`config.mk`:
```
export PLATFORM = sky130hd
export DESIGN_NAME = camac_tag_master_flat
export DESIGN_NICKNAME = d
export VERILOG_FILES = /design/src/rtl/camac_tag_master_pkg.sv /design/src/rtl/camac_tag_master_if.sv /design/src/rtl/camac_tag_master_edge_sync.sv /design/src/rtl/camac_tag_master.sv /design/src/flat_wrapper.sv
export SDC_FILE = /design/constraint.sdc
export NUM_CORES = 1
export LEC_CHECK = 0
export BUFFER_PORTS_ARGS = -buffer_cell sky130_fd_sc_hd__buf_2
export CORE_UTILIZATION = 30
export DETAILED_ROUTE_END_ITERATION = 6
export PLACE_DENSITY = 0.45
export SYNTH_ARGS = -nofsm -noshare
export SYNTH_HDL_FRONTEND = slang
export SYNTH_SLANG_ARGS = --single-unit
```
`constraint.sdc`:
```
create_clock -name SYSCLK -period 4.1 [get_ports SYSCLK]
set_clock_uncertainty 0.15 [all_clocks]
set_input_delay 1.23 -clock SYSCLK [delete_from_list [all_inputs] [get_ports SYSCLK]]
set_output_delay 1.23 -clock SYSCLK [all_outputs]
set_load 0.03 [all_outputs]
```
`src/rtl/camac_tag_master_pkg.sv`:
```
// camac_tag_master_pkg: shared FSM encoding, timing defaults and counter widths for the tag master
package camac_tag_master_pkg;
    typedef enum logic [2:0] {
        IDLE    = 3'd0,
        SETUP   = 3'd1,
        PULSE   = 3'd2,
        HOLD    = 3'd3,
        WAITBSY = 3'd4
    } state_t;
    localparam int SETUP_CYC = 5;
    localparam int PULSE_CYC = 10;
    localparam int HOLD_CYC  = 10;
    localparam int ENC_W     = 14;
    localparam int SNC_W     = 10;
endpackage

```
`src/rtl/camac_tag_master_if.sv`:
```
// camac_tag_master_if: rear-panel tag link bundle between the master and the readout cards
interface camac_tag_master_if #(
    parameter int ENC_W = camac_tag_master_pkg::ENC_W,
    parameter int SNC_W = camac_tag_master_pkg::SNC_W
);
    logic             TRIGIN;
    logic             SPILLIN;
    logic             VETO;
    logic             LOCKIN;
    logic             BSYIN;
    logic [ENC_W-1:0] ENC;
    logic [SNC_W-1:0] SNC;
    logic             TRIG1;
    logic             TRIG2;
    logic             LOCK;
    logic             BSYOUT;
    logic [15:0]      NACC;
    modport master (
        input  TRIGIN, SPILLIN, VETO, LOCKIN, BSYIN,
        output ENC, SNC, TRIG1, TRIG2, LOCK, BSYOUT, NACC
    );
    modport slave (
        output TRIGIN, SPILLIN, VETO, LOCKIN, BSYIN,
        input  ENC, SNC, TRIG1, TRIG2, LOCK, BSYOUT, NACC
    );
endinterface

```
`src/rtl/camac_tag_master_edge_sync.sv`:
```
// tag_edge_sync: 3-flop synchroniser for an asynchronous NIM level with a single-cycle rising-edge flag
module tag_edge_sync (
    input  logic clk,
    input  logic rst,
    input  logic d,
    output logic lvl,
    output logic rise
);
    logic [2:0] s;
    // two metastability stages, one output register; the edge flag lines up with lvl going high
    always_ff @(posedge clk or posedge rst) begin
        if (rst) begin
            s    <= '0;
            rise <= 1'b0;
        end else begin
            s    <= {s[1:0], d};
            rise <= s[1] & ~s[2];
        end
    end
    assign lvl = s[2];
endmodule

```
`src/rtl/camac_tag_master.sv`:
```
// camac_tag_master: tag link master - accepts triggers, counts events/spills, strobes a stable tag word
module camac_tag_master #(
    parameter int SETUP_CYC = camac_tag_master_pkg::SETUP_CYC,
    parameter int PULSE_CYC = camac_tag_master_pkg::PULSE_CYC,
    parameter int HOLD_CYC  = camac_tag_master_pkg::HOLD_CYC,
    parameter int ENC_W     = camac_tag_master_pkg::ENC_W,
    parameter int SNC_W     = camac_tag_master_pkg::SNC_W
) (
    input logic                SYSCLK,
    input logic                RST,
    camac_tag_master_if.master bus
);
    import camac_tag_master_pkg::*;
    state_t           state, state_n;
    logic [7:0]       cnt, cnt_n, t1cnt, t1cnt_n;
    logic [ENC_W-1:0] enc, enc_n;
    logic [SNC_W-1:0] snc, snc_n;
    logic [15:0]      nacc, nacc_n;
    logic             t1, t1_n, t2, t2_n, bsy, bsy_n, pend, pend_n, lock;
    logic             trg_e, spl_e, veto_s, bsy_s;
    logic             trg_lvl_unused, spl_lvl_unused, veto_rise_unused, bsy_rise_unused;

    tag_edge_sync u_trg  (.clk(SYSCLK), .rst(RST), .d(bus.TRIGIN),  .lvl(trg_lvl_unused), .rise(trg_e));
    tag_edge_sync u_spl  (.clk(SYSCLK), .rst(RST), .d(bus.SPILLIN), .lvl(spl_lvl_unused), .rise(spl_e));
    tag_edge_sync u_veto (.clk(SYSCLK), .rst(RST), .d(bus.VETO),    .lvl(veto_s), .rise(veto_rise_unused));
    tag_edge_sync u_bsy  (.clk(SYSCLK), .rst(RST), .d(bus.BSYIN),   .lvl(bsy_s),  .rise(bsy_rise_unused));

    // state and all tag outputs; reset drops strobes and busy at once
    always_ff @(posedge SYSCLK or posedge RST) begin
        if (RST) begin
            state <= IDLE;
            cnt   <= '0;
            t1cnt <= '0;
            enc   <= '0;
            snc   <= '0;
            nacc  <= '0;
            t1    <= 1'b0;
            t2    <= 1'b0;
            bsy   <= 1'b0;
            pend  <= 1'b0;
            lock  <= 1'b0;
        end else begin
            state <= state_n;
            cnt   <= cnt_n;
            t1cnt <= t1cnt_n;
            enc   <= enc_n;
            snc   <= snc_n;
            nacc  <= nacc_n;
            t1    <= t1_n;
            t2    <= t2_n;
            bsy   <= bsy_n;
            pend  <= pend_n;
            lock  <= bus.LOCKIN;
        end
    end

    // counters move only in IDLE so ENC/SNC stay frozen across the whole TRIG2 window
    always_comb begin
        state_n = state;
        cnt_n   = cnt + 8'd1;
        enc_n   = enc;
        snc_n   = snc;
        nacc_n  = nacc;
        pend_n  = pend | spl_e;
        t2_n    = t2;
        bsy_n   = bsy;
        t1_n    = t1 && (t1cnt != 8'(PULSE_CYC - 1));
        t1cnt_n = t1 ? t1cnt + 8'd1 : 8'd0;
        case (state)
            IDLE: begin
                cnt_n = '0;
                if (pend || spl_e) begin
                    snc_n  = snc + 1'b1;
                    enc_n  = '0;
                    nacc_n = '0;
                    pend_n = 1'b0;
                end else if (trg_e && !veto_s && !bsy_s) begin
                    enc_n   = enc + 1'b1;
                    nacc_n  = nacc + {15'd0, ~&nacc};
                    bsy_n   = 1'b1;
                    t1_n    = 1'b1;
                    t1cnt_n = '0;
                    state_n = SETUP;
                end
            end
            SETUP: if (cnt == 8'(SETUP_CYC - 1)) begin
                t2_n    = 1'b1;
                cnt_n   = '0;
                state_n = PULSE;
            end
            PULSE: if (cnt == 8'(PULSE_CYC - 1)) begin
                t2_n    = 1'b0;
                cnt_n   = '0;
                state_n = HOLD;
            end
            HOLD: if (cnt == 8'(HOLD_CYC - 1)) begin
                cnt_n   = '0;
                state_n = WAITBSY;
            end
            WAITBSY: if (!bsy_s) begin
                bsy_n   = 1'b0;
                state_n = IDLE;
            end
            default: state_n = IDLE;
        endcase
    end

    assign bus.ENC    = enc;
    assign bus.SNC    = snc;
    assign bus.NACC   = nacc;
    assign bus.TRIG1  = t1;
    assign bus.TRIG2  = t2;
    assign bus.BSYOUT = bsy;
    assign bus.LOCK   = lock;
endmodule

```
`src/flat_wrapper.sv`:
```
// flat-port wrapper written by rule: the top's interface ports become plain ports
module camac_tag_master_flat import camac_tag_master_pkg::*;
#(
    parameter int SETUP_CYC = camac_tag_master_pkg::SETUP_CYC,
    parameter int PULSE_CYC = camac_tag_master_pkg::PULSE_CYC,
    parameter int HOLD_CYC  = camac_tag_master_pkg::HOLD_CYC,
    parameter int ENC_W     = camac_tag_master_pkg::ENC_W,
    parameter int SNC_W     = camac_tag_master_pkg::SNC_W
)
  (SYSCLK, RST, bus_TRIGIN, bus_SPILLIN, bus_VETO, bus_LOCKIN, bus_BSYIN, bus_ENC, bus_SNC, bus_TRIG1, bus_TRIG2, bus_LOCK, bus_BSYOUT, bus_NACC);
  camac_tag_master_if #(.ENC_W(ENC_W), .SNC_W(SNC_W)) bus_i ();
  input logic SYSCLK;
  input logic RST;
  input wire logic [$bits(bus_i.TRIGIN)-1:0] bus_TRIGIN;
  input wire logic [$bits(bus_i.SPILLIN)-1:0] bus_SPILLIN;
  input wire logic [$bits(bus_i.VETO)-1:0] bus_VETO;
  input wire logic [$bits(bus_i.LOCKIN)-1:0] bus_LOCKIN;
  input wire logic [$bits(bus_i.BSYIN)-1:0] bus_BSYIN;
  output wire logic [$bits(bus_i.ENC)-1:0] bus_ENC;
  output wire logic [$bits(bus_i.SNC)-1:0] bus_SNC;
  output wire logic [$bits(bus_i.TRIG1)-1:0] bus_TRIG1;
  output wire logic [$bits(bus_i.TRIG2)-1:0] bus_TRIG2;
  output wire logic [$bits(bus_i.LOCK)-1:0] bus_LOCK;
  output wire logic [$bits(bus_i.BSYOUT)-1:0] bus_BSYOUT;
  output wire logic [$bits(bus_i.NACC)-1:0] bus_NACC;
  assign bus_i.TRIGIN = bus_TRIGIN;
  assign bus_i.SPILLIN = bus_SPILLIN;
  assign bus_i.VETO = bus_VETO;
  assign bus_i.LOCKIN = bus_LOCKIN;
  assign bus_i.BSYIN = bus_BSYIN;
  assign bus_ENC = bus_i.ENC;
  assign bus_SNC = bus_i.SNC;
  assign bus_TRIG1 = bus_i.TRIG1;
  assign bus_TRIG2 = bus_i.TRIG2;
  assign bus_LOCK = bus_i.LOCK;
  assign bus_BSYOUT = bus_i.BSYOUT;
  assign bus_NACC = bus_i.NACC;
  camac_tag_master #(.SETUP_CYC(SETUP_CYC), .PULSE_CYC(PULSE_CYC), .HOLD_CYC(HOLD_CYC), .ENC_W(ENC_W), .SNC_W(SNC_W)) u_core (.SYSCLK(SYSCLK), .RST(RST), .bus(bus_i));
endmodule
```
# [After elaboration in Yosys (flattened, before gate mapping)]
# Cells that the tools add are included.
[word_totals] regBits=78 output_inout_bits=44 wordCells=88
[op_classes] add_sub_neg=5 n_eq_ne=13 mux=30 bitwise_logic=5 n_reduce_logical=18
[op_table] op="$mux 8" count=6
[op_table] op="$mux 16" count=2
[op_table] op="$mux 14" count=2
[op_table] op="$pmux 8 s3" count=1
[op_table] op="$mux 3" count=6
[op_table] op="$add 16x1->16" count=1
[op_table] op="$add 8x1->8 const B" count=2
[op_table] op="$reduce_and 16->1" count=1
[op_table] op="$pmux 3 s5" count=1
[op_table] op="$add 14x1->14 const B" count=1
[op_table] op="$add 10x1->10 const B" count=1
[op_table] op="$mux 1" count=10
[op_table] op="$eq 8x3->1 const B" count=1
[op_table] op="$eq 8x4->1 const B" count=1
[op_table] op="$ne 2x1->1 const B" count=4
[op_table] op="$ne 8x4->1 const B" count=1
[op_table] op="$eq 3x2->1 const B" count=2
[op_table] op="$reduce_and 6->1" count=1
[op_table] op="$reduce_bool 2->1" count=3
[op_table] op="$ne 2x2->1 const B" count=2
[op_table] op="$pmux 1 s2" count=2
[op_table] op="$reduce_and 2->1" count=2
[op_table] op="$reduce_and 4->1" count=1
[op_table] op="$eq 3x1->1 const B" count=1
[op_table] op="10 further kinds" count=16

# [Depth between registers and ports, before layout]
# Gate-level depths: netlist (run 1).
[depth] word_depth=6 mapped_depth=9

# [Modules after synthesis]
# A second synthesis (run 1) with hierarchy kept.
[unflattened] hier_cells=358 hier_area_um2=3771.1
[by_module_without_submodules] mod="camac_tag_master" n_inst=1 cells_per_inst=334 area_each_um2=3300.7
[by_module_without_submodules] mod="tag_edge_sync" n_inst=4 cells_per_inst=6 area_each_um2=117.6

# [Worst setup path before layout (run 1)]
# No wires, ideal clock.
[synth_path] path_type="register -> register" from="register u_core.nacc[9], in the netlist u_core.bus.NACC[9]" to="register u_core.nacc[11], in the netlist u_core.bus.NACC[11]" arrival_ns=2.059 required_time_ns=3.873 path_slack_ns=1.813 path_stages_with_launch=9 path_buffers=0 synth_period_minus_slack_ns=2.287 path_cell_list="dfrtp_1 -> nand4_1 -> nor4_1 -> nand2_1 -> ha_1 -> and4_1 -> nand2_1 -> or4_1 -> a21oi_1"
[synth_via] elab_chain_len=5
[synth_rtl] item="from (decl)" line="camac_tag_master.sv:18" rtl="logic [15:0] nacc, nacc_n;"
[synth_rtl] item="from (signal assigned)" line="camac_tag_master.sv:48" rtl="nacc <= nacc_n;"
[synth_rtl] item="$reduce_and 16->1" line="camac_tag_master.sv:79" rtl="nacc_n = nacc + {15'd0, ~&nacc};"
[synth_rtl] item="$logic_not 1->1" line="camac_tag_master.sv:79"
[synth_rtl] item="$add 16x1->16 (*)" line="camac_tag_master.sv:79"
[synth_rtl] item="$mux 16 (*)" line="camac_tag_master.sv:77" rtl="end else if (trg_e && !veto_s && !bsy_s) begin"
[synth_rtl] item="$mux 16 (*)" line="camac_tag_master.sv:72" rtl="if (pend || spl_e) begin"
# Every way passes the cells marked *; elsewhere a longest branch is shown, timed or not. The select of a mux whose other input is x is not followed.
# A chain may end at the register's enable or synchronous reset.

# [Worst setup path after layout (run 1)]
[layout_path] from="register u_core.nacc[1], in the netlist u_core.bus.NACC[1]" to="output port bus_NACC[1]"
[layout_lines] item="to (decl)" line="flat_wrapper.sv:25" rtl="output wire logic [$bits(bus_i.NACC)-1:0] bus_NACC;"
# No word-level cell between the ends.

==> results.cfg, run 1 <==
[timing]
slew_headroom_pct = 40.7
post-route-min-period_ps = 2500
final-max-slew-violation-count = 0
tightest_slew_ps = 883
rsz0062_at_grt = no
layout_setup_ws_ps = 1600
holdWs_ps = 198
timing.final.crit_share_pct = 60.9
hold_viol = 0
fmax_ghz = 0.401
setup_violations = 0
fin_setup_tns_ps = 0

[detailed_routing]
wl_um = 7900
viasPerCell = 4.93
drtAntennaViolNets = 0
vias = 2675
drt_iter0_markers = 142
routedWlPerCell_um = 14.5
drc = 5
firstDrtPassIters = 6

[setup_path]
required_ps = 2720
rr_startpoint = u_core.state[1]
cp-end-kind = output pin
path_cells = buf_2
cp_top_family = flip-flops
critical_path_class = reg -> out
cp_num_buf_inv = 1
r2r_end = u_core.state[0]
rrSetupSlack_ps = 1640
cp_slowest_cell = dfrtp_1
critPathArrivalTime_ps = 1120
crit_fanout = 11
slowest_delay_ps = 510
start_kind = flip-flop
r2r_cells = 5

[synth]
synth_edf_count = 0
synth_cell_types = 51
yosys.area.top_type = dfrtp_1
ys_seq_area_share_pct = 53.7
netlist_instances = 343
synthFlopType = dfrtp_1
ys_ff_latch = 78
syn-num-nets = 359
ys_warn_count = 0
syn_area_um2 = 3640
synth_area_leaders = dfrtp_1, xor2_1, nand3_1
async_flop_share_pct = 100
synth.avg_cell_area_um2 = 10.6
synth_top_area_share_pct = 53.7

[floorplan]
rows = 39
die_x_um = 112
boundaryPins = 51
core_um2 = 11600
start_util_pct = 31.3
die_h_um = 112
die-area_um2 = 12600

[finish]
fillerInstances = 1164
area_delta_synth_final_pct = 19.0
drive_gt1_share_pct = 20.5
antennaDiodeCount = 0
final_cell_count_no_fill = 543
nets = 411

[pwr]
p_leak_nw = 2.01
power_density_nw_per_um2 = 479
pwr-share-clk_pct = 39.5
power_frac_seq_pct = 44.9
p_int_mw = 1.44
power.switching_mw = 0.635
peakVddDrop_mv = 0.255
combPwrFrac_pct = 15.6
sw_frac_of_total_pct = 30.7
p_total_mw = 2.07

[global_route]
grt_start_max_net_pins = 45
grt_usage_pct = 13.7
antenna_found_initial = 0
grt_pass1_vias = 2620
grt_pass1_wl_um = 13400
grt.overflow.total = 0

[clock_tree]
root_buffer = clkbuf_16
cts_buffers = 9
insertion_delay_ps = 340
tritoncts = built
h-tree-depth = 3
post-cts-setup-buffer-count = 0
cts_sinks = 78
post_cts_resized = 0
cts_buffer_depth = 2
ctsHoldBuffers = 0
clk_pin_slew_ps = 60

[min_path]
hp-start = u_core.u_veto.s[1]
min_path_cells = 0
worstHoldEndpoint = u_core.u_veto.s[2]
hold_class = reg -> reg

[status]
violations = DRC
status = finished with violations

[placement]
port_buffers = 50
pre_cts_ws_ps = 1650
dp.cells = 527
gp_congestion = 0.783
dp_hpwl_um = 5530

[run]
cap_violations = 0
==> power by group through the flow <==
stage               Combinational (mW)  Sequential (mW)  Clock, mW
floorplan                        0.182            0.991          0
global placement                 0.328            0.945          0
detailed placement               0.328            0.944          0
CTS                              0.330            0.931      0.850
global route                     0.363            0.943      0.874
finish                           0.323            0.931      0.818
==> cell usage in the layout, fill, tap and decap left out, types with 3 or more instances in the layout <==
| master | Yosys | final |
|---|---|---|
| o21ai_0 | 13 | 12 |
| nor2b_1 | 6 | 6 |
| dfrtp_1 | 78 | 78 |
| xnor2_1 | 9 | 9 |
| or3_1 | 11 | 11 |
| o21ai_1 | 2 | 3 |
| nand4_1 | 14 | 14 |
| buf_4 | 3 | 3 |
| nor3_1 | 3 | 3 |
| ha_1 | 9 | 9 |
| and3_1 | 6 | 6 |
| nand3_1 | 28 | 28 |
| a21oi_1 | 15 | 15 |
| buf_2 | 6 | 50 |
| nor4_1 | 5 | 5 |
| xor2_1 | 21 | 21 |
| clkinvlp_4 | 0 | 3 |
| and4_1 | 5 | 5 |
| o41ai_1 | 3 | 3 |
| clkbuf_16 | 0 | 9 |
| inv_1 | 8 | 7 |
| nor2_1 | 30 | 30 |
| nand2_1 | 28 | 28 |
==> synth_stat cells (3+ instances only) <==
cell type / instances
dfrtp_1: 78
nor2_1: 30
nand2_1: 28
nand3_1: 28
xor2_1: 21
a21oi_1: 15
nand4_1: 14
o21ai_0: 13
or3_1: 11
ha_1: 9
xnor2_1: 9
inv_1: 8
and3_1: 6
buf_2: 6
nor2b_1: 6
and4_1: 5
nor4_1: 5
buf_4: 3
nor3_1: 3
o41ai_1: 3
==> layout make-up <==
class	instances	area, um2	area share [%]
clock inverter	6	70.1	1.62
tap	143	179	4.13
multi-input combinational	245	1580	36.6
inverter	8	31.3	0.723
clock buffer	10	239	5.52
timing repair buffer	53	273	6.30
sequential	78	1950	45.1
==> layer usage <==
metal  vias to the layer above  global-route usage, %  wire (um)
li1                       1331                      -          -
met1                      1272                   18.0       3840
met2                        59                   20.5       3490
met3                        13                   4.81        442
met4                         0                   5.87        131
met5                         -                      0          0
==> sequential cells by signal, indices dropped and copies added (netlist names), 3 cells and up <==
name,count
u_core.u_bsy.s,3
u_core.bus.SNC,10
u_core.u_spl.s,3
u_core.u_veto.s,3
u_core.t1cnt,8
u_core.cnt,8
u_core.u_trg.s,3
u_core.bus.NACC,16
u_core.bus.ENC,14
u_core.state,3
==> through the flow <==
step	area (um2)	util (%)
finish	4330	37.3
global route	4330	37.3
CTS	4330	37.3
detailed placement	4020	34.6
global placement	4020	34.6
floorplan	3640	-
==> worst max-delay path by stage <==
stage,start,to,slack [ps],cells after the start
final,u_core.bus.NACC[1],bus_NACC[1],1600,1
after global placement,u_core.state[1],u_core.state[0],1670,5
after detailed placement,u_core.state[1],u_core.state[0],1650,5
after CTS,u_core.bus.NACC[1],bus_NACC[1],1590,1
after floorplan,RST,u_core.bus.BSYOUT,720,1
after global routing,u_core.bus.NACC[9],u_core.bus.NACC[11],1440,8
==> worst reg2reg max path: stages, from the launching register on <==
cell and delay [ps]:
dfrtp_1 520, or3_1 550, nor2_1 590, buf_4 330
a211oi_1 80, o211a_1 140
==> logic make-up (layout without fill, tap and decap cells) <==
group,after synthesis,after routing,synth area share (%)
simple gates,155,155,24.0
flops,78,78,53.7
compound gates,49,49,8.67
xor+xnor,30,30,7.22
buf+inv,20,77,2.79
fa+ha+maj,9,9,3.10
mux,2,2,0.550
Power figures use the tool's default switching activity.
==> run 2: changes to the inputs <==
==> constraint.sdc (replaced) <==
create_clock -name SYSCLK -period 2.35 [get_ports SYSCLK]
set_clock_uncertainty 0.15 [all_clocks]
set_input_delay 0.705 -clock SYSCLK [delete_from_list [all_inputs] [get_ports SYSCLK]]
set_output_delay 0.705 -clock SYSCLK [all_outputs]
set_load 0.03 [all_outputs]
==> run 2 against run 1 <==
  * The flow still finishes with violations (DRC)
  * Register-to-register slack worse by 1500 ps
  * Die area stayed put
  * Flip-flop and latch count stayed put
  * Critical endpoint is now u_core.bus.NACC[11]
  * Combinational power is 90% higher
==> results.cfg, run 2 (synthesis gave the netlist of run 1 again) <==
[min_path]
hold_class = reg -> reg

[detailed_routing]
drtAntennaViolNets = 0
vias = 2744
routedWlPerCell_um = 14.2
firstDrtPassIters = 6
viasPerCell = 4.88
drt_iter0_markers = 118
drc = 6
wl_um = 8000

[clock_tree]
cts_sinks = 78
cts_buffers = 9
root_buffer = clkbuf_16
clk_pin_slew_ps = 60
ctsHoldBuffers = 0
insertion_delay_ps = 330
cts_buffer_depth = 2
h-tree-depth = 3
post-cts-setup-buffer-count = 0
tritoncts = built

[placement]
dp.cells = 546
gp_congestion = 0.768
port_buffers = 50
dp_hpwl_um = 5780
pre_cts_ws_ps = 118

[floorplan]
rows = 39
die_h_um = 112
core_um2 = 11600
boundaryPins = 51
start_util_pct = 31.3
die-area_um2 = 12600
die_x_um = 112

[setup_path]
crit_fanout = 6
cp-end-kind = flip-flop
start_kind = flip-flop
required_ps = 2460
critPathArrivalTime_ps = 2310
critical_path_class = reg -> reg

[global_route]
grt_start_max_net_pins = 25
grt_usage_pct = 14.0
grt.overflow.total = 0
grt_pass1_vias = 2755
grt_pass1_wl_um = 13900
antenna_found_initial = 0

[timing]
hold_viol = 0
final-max-slew-violation-count = 0
rsz0062_at_grt = no
post-route-min-period_ps = 2200
fmax_ghz = 0.454
layout_setup_ws_ps = 146
fin_setup_tns_ps = 0
setup_violations = 0
tightest_slew_ps = 558
timing.final.crit_share_pct = 93.8
slew_headroom_pct = 62.7

[finish]
final_cell_mix = dfrtp_1, buf_2, nor2_1
final_cell_count_no_fill = 562
layout_commonest_cell = dfrtp_1
nets = 430
largest_reg_flops = 16
antennaDiodeCount = 0
drive_gt1_share_pct = 24.3
area_delta_synth_final_pct = 25.1

[status]
violations = DRC
status = finished with violations

[pwr]
p_leak_nw = 2.12
peakVddDrop_mv = 0.450
power_density_nw_per_um2 = 846

[run]
cap_violations = 0
==> run 2: area by class of cell <==
class,instances,area (um2)
Timing Repair Buffer,72,440
Inverter,8,33.8
Tap cell,143,179
Sequential cell,78,1950
Clock buffer,11,243
Clock inverter,5,106
Multi-Input combinational cell,245,1600
Fill cell,1152,7060
==> run 2: worst max-delay path: stages (launching register included) <==
cell and delay, ps:
dfrtp_1 430, nand3_1 170, nor4_1 70, nand2_1 90, ha_1 200, and4_2 280
nand2_2 100, or4_1 480, a21oi_1 160
==> run 2: report_power, final <==
part / switching (mW) / internal (mW) / leakage, nW / total [mW]
sequential: 0.152 / 1.46 / 1.04 / 1.61
clock: 0.552 / 1.07 / 0.166 / 1.62
combinational: 0.391 / 0.223 / 0.920 / 0.614
total: 1.09 / 2.75 / 2.12 / 3.85
==> run 2: routing by layer <==
| layer | vias to the layer above | wire length, um | GRT usage, % |
|---|---|---|---|
| li1 | 1368 | - | - |
| met1 | 1316 | 3830 | 18.1 |
| met2 | 51 | 3690 | 22.5 |
| met3 | 9 | 394 | 4.32 |
| met4 | 0 | 85 | 4.27 |
| met5 | - | 0 | 0 |
==> run 2: path summary, 6_finish.rpt <==
kind / startpoint / end / slack [ps] / cells after the start
min in group asynchronous: RST / u_core.bus.LOCK / 270 / 2
max in group asynchronous: RST / u_core.cnt[2] / 1240 / 3
hold / removal: u_core.u_veto.s[1] / u_core.u_veto.s[2] / 200 / 0
hold reg to reg: u_core.u_veto.s[1] / u_core.u_veto.s[2] / 200 / 0
setup reg to reg: u_core.bus.NACC[13] / u_core.bus.NACC[11] / 150 / 8
setup / recovery: u_core.bus.NACC[13] / u_core.bus.NACC[11] / 150 / 8
==> run 2: through the flow <==
step	power, mW	utilization [%]	hold slack [ps]	area, um2
floorplan	2.05	-	181	3640
global placement	2.26	36.1	182	4190
detailed placement	2.26	36.1	185	4190
CTS	3.91	39.1	200	4540
global route	4.05	39.2	204	4550
finish	3.85	39.2	196	4550
==> run 2: timing repair <==
action / CTS / global route
endpoints found under the setup margin: 0 / 4
endpoints found under the hold margin: 0 / 0
gates resized for setup: 0 / 3
==> run 3: changes to the inputs <==
--- a/config.mk
+++ b/config.mk
@@ -5,6 +5,7 @@
 export SDC_FILE = /design/constraint.sdc
 export NUM_CORES = 1
 export LEC_CHECK = 0
+export ABC_AREA = 1
 export BUFFER_PORTS_ARGS = -buffer_cell sky130_fd_sc_hd__buf_2
 export CORE_UTILIZATION = 30
 export DETAILED_ROUTE_END_ITERATION = 6
==> run 3 against run 2 <==
  * The flow now finishes without violations
  * Core utilization shrank 2.1 points
  * Via count grew 18%
  * First-iteration DRC count grew 19%
  * Synthesized cell count grew 40%
  * Sequential share of layout area shrank 1.7 points
  * Die area grew 8.9%
  * Critical endpoint is now u_core.bus.NACC[14]
  * Highest routed layer unchanged
  * Largest cell class unchanged
==> results.cfg, run 3 <==
[detailed_routing]
drtAntennaViolNets = 0
wl_um = 9100
drt_iter0_markers = 141
firstDrtPassIters = 4
routedWlPerCell_um = 12.6
vias = 3241
viasPerCell = 4.50
drc = 0

[global_route]
antenna_found_initial = 0
grt_start_max_net_pins = 53
grt_util_met3_pct = 4.58
grt-busiest-layer = met2
met2_usage_pct = 23.9
grt.overflow.total = 0
grt_pass1_vias = 3163
grt_usage_pct = 14.8
grt_pass1_wl_um = 15400
use_met1_pct = 19.3

[clock_tree]
post_cts_resized = 0
cts_buffers = 9
insertion_delay_ps = 340
tritoncts = built
cts_buffer_depth = 2
h-tree-depth = 3
ctsHoldBuffers = 0
cts_sinks = 78
clk_pin_slew_ps = 60
post-cts-setup-buffer-count = 0
root_buffer = clkbuf_16

[timing]
slew_headroom_pct = 66.2
hold_viol = 0
fmax_ghz = 0.475
setup_violations = 0
final-max-slew-violation-count = 0
fin_setup_tns_ps = 0
rsz0062_at_grt = no
holdWs_ps = 100
tightest_slew_ps = 506
post-route-min-period_ps = 2100
timing.final.crit_share_pct = 89.5

[pwr]
power_density_nw_per_um2 = 882
peakVddDrop_mv = 0.373
p_leak_nw = 2.28

[setup_path]
cp-startpoint = u_core.bus.NACC[1]
crit_top_cell = nand2_1
start_kind = flip-flop
slowest_delay_ps = 470
r2r_cells = 12
critical_path_class = reg -> reg
required_ps = 2420
cp.depth = 12
cp_top_family = simple AND/OR/NAND/NOR gates
critPathArrivalTime_ps = 2170
rrSetupSlack_ps = 250
cp_num_buf_inv = 2
rr_startpoint = u_core.bus.NACC[1]
r2r_end = u_core.bus.NACC[14]
endpoint = u_core.bus.NACC[14]
crit_fanout = 7
cp_slowest_cell = dfrtp_1
cp-end-kind = flip-flop
path_cells = inv_1 -> nor4_1 -> nand3_1 -> ha_1 -> nand2_2 -> nor2_2 -> nand2_1 -> inv_1 -> nand3_1 -> nand2_1 -> nand2_1 -> nor2_1

[synth]
ys_ff_latch = 78
syn-num-nets = 497
ys_seq_area_share_pct = 49.2
synth_cell_types = 31
ys_warn_count = 0
synth_area_leaders = dfrtp_1, nand2_1, nor2_1
netlist_instances = 481
synth.most_common_cell = nand2_1
synthFlopType = dfrtp_1
yosys.area.top_type = dfrtp_1
synth_common_cells = nand2_1, dfrtp_1, nor2_1, inv_1, nand3_1
syn_area_um2 = 3970
async_flop_share_pct = 100
synth.avg_cell_area_um2 = 8.25
synth_top_area_share_pct = 49.2
synth_edf_count = 0

[finish]
drive_gt1_share_pct = 16.6
area_delta_synth_final_pct = 19.4
nets = 560
antennaDiodeCount = 0
largest_reg_flops = 16
final_cell_mix = nand2_1, nor2_1, dfrtp_1
layout_commonest_cell = nand2_1

[floorplan]
rows = 41
core_um2 = 12800
die_h_um = 117
die-area_um2 = 13700
boundaryPins = 51
die_x_um = 117
start_util_pct = 31.1

[min_path]
hold_class = in -> async

[placement]
gp_congestion = 0.809
dp_hpwl_um = 6520
port_buffers = 50

[status]
status = finished clean

[run]
cap_violations = 0
run 3: cells by family after synthesis:
logic type | count (synthesis) | share of synthesized area (%)
AO/OA/AOI/OAI | 36 | 5.52
XOR/XNOR | 21 | 4.64
adder cells (fa/ha/maj) | 9 | 2.84
buffers and inverters | 55 | 5.74
flip-flops | 78 | 49.2
AND/OR/NAND/NOR | 282 | 32.1
run 3: worst min path at each step:
stage,from,end,slack (ps),depth (start not counted)
2_1_floorplan,u_core.u_bsy.s[0],u_core.u_bsy.s[1],180,0
3_3_place_gp,u_core.u_trg.s[0],u_core.u_trg.s[1],190,0
3_5_place_dp,u_core.u_veto.s[1],u_core.u_veto.s[2],180,0
4_1_cts,RST,u_core.bus.SNC[2],80,2
5_1_grt,RST,u_core.bus.SNC[2],90,2
6_report,RST,u_core.bus.SNC[2],100,2
run 3: per-stage QoR:
stage / cell area, um2 / std cells / power (mW) / utilization [%] / setup WS (ps)
after CTS: 4740 / 721 / 4.26 / 37.1 / 242
after floorplan: 3970 / 481 / 2.61 / - / 321
after detailed placement: 4460 / 705 / 2.92 / 34.9 / 270
after global routing: 4740 / 721 / 4.47 / 37.1 / 35.2
final: 4740 / 721 / 4.18 / 37.1 / 247
after global placement: 4460 / 705 / 2.91 / 34.9 / 300
run 3: area by class of cell:
class | count | area, um2
clock inverters | 5 | 33.8
clock buffers | 11 | 243
inverters | 51 | 198
fillers | 1334 | 8040
well taps | 172 | 215
repair buffers | 56 | 308
multi-input cells | 348 | 1790
flip-flops and latches | 78 | 1950
run 3: report_power, final:
group / internal (mW) / leakage (nW) / switching [mW]
Clock: 0.744 / 0.132 / 0.563
Sequential: 1.51 / 1.03 / 0.176
Combinational: 0.342 / 1.12 / 0.844
run 3: routing by layer:
metal / vias to the layer above / part of all wire [%]
met3: 7 / 4.3
met2: 59 / 45
met5: - / 0
li1: 1667 / -
met1: 1508 / 49
met4: 0 / 1.1
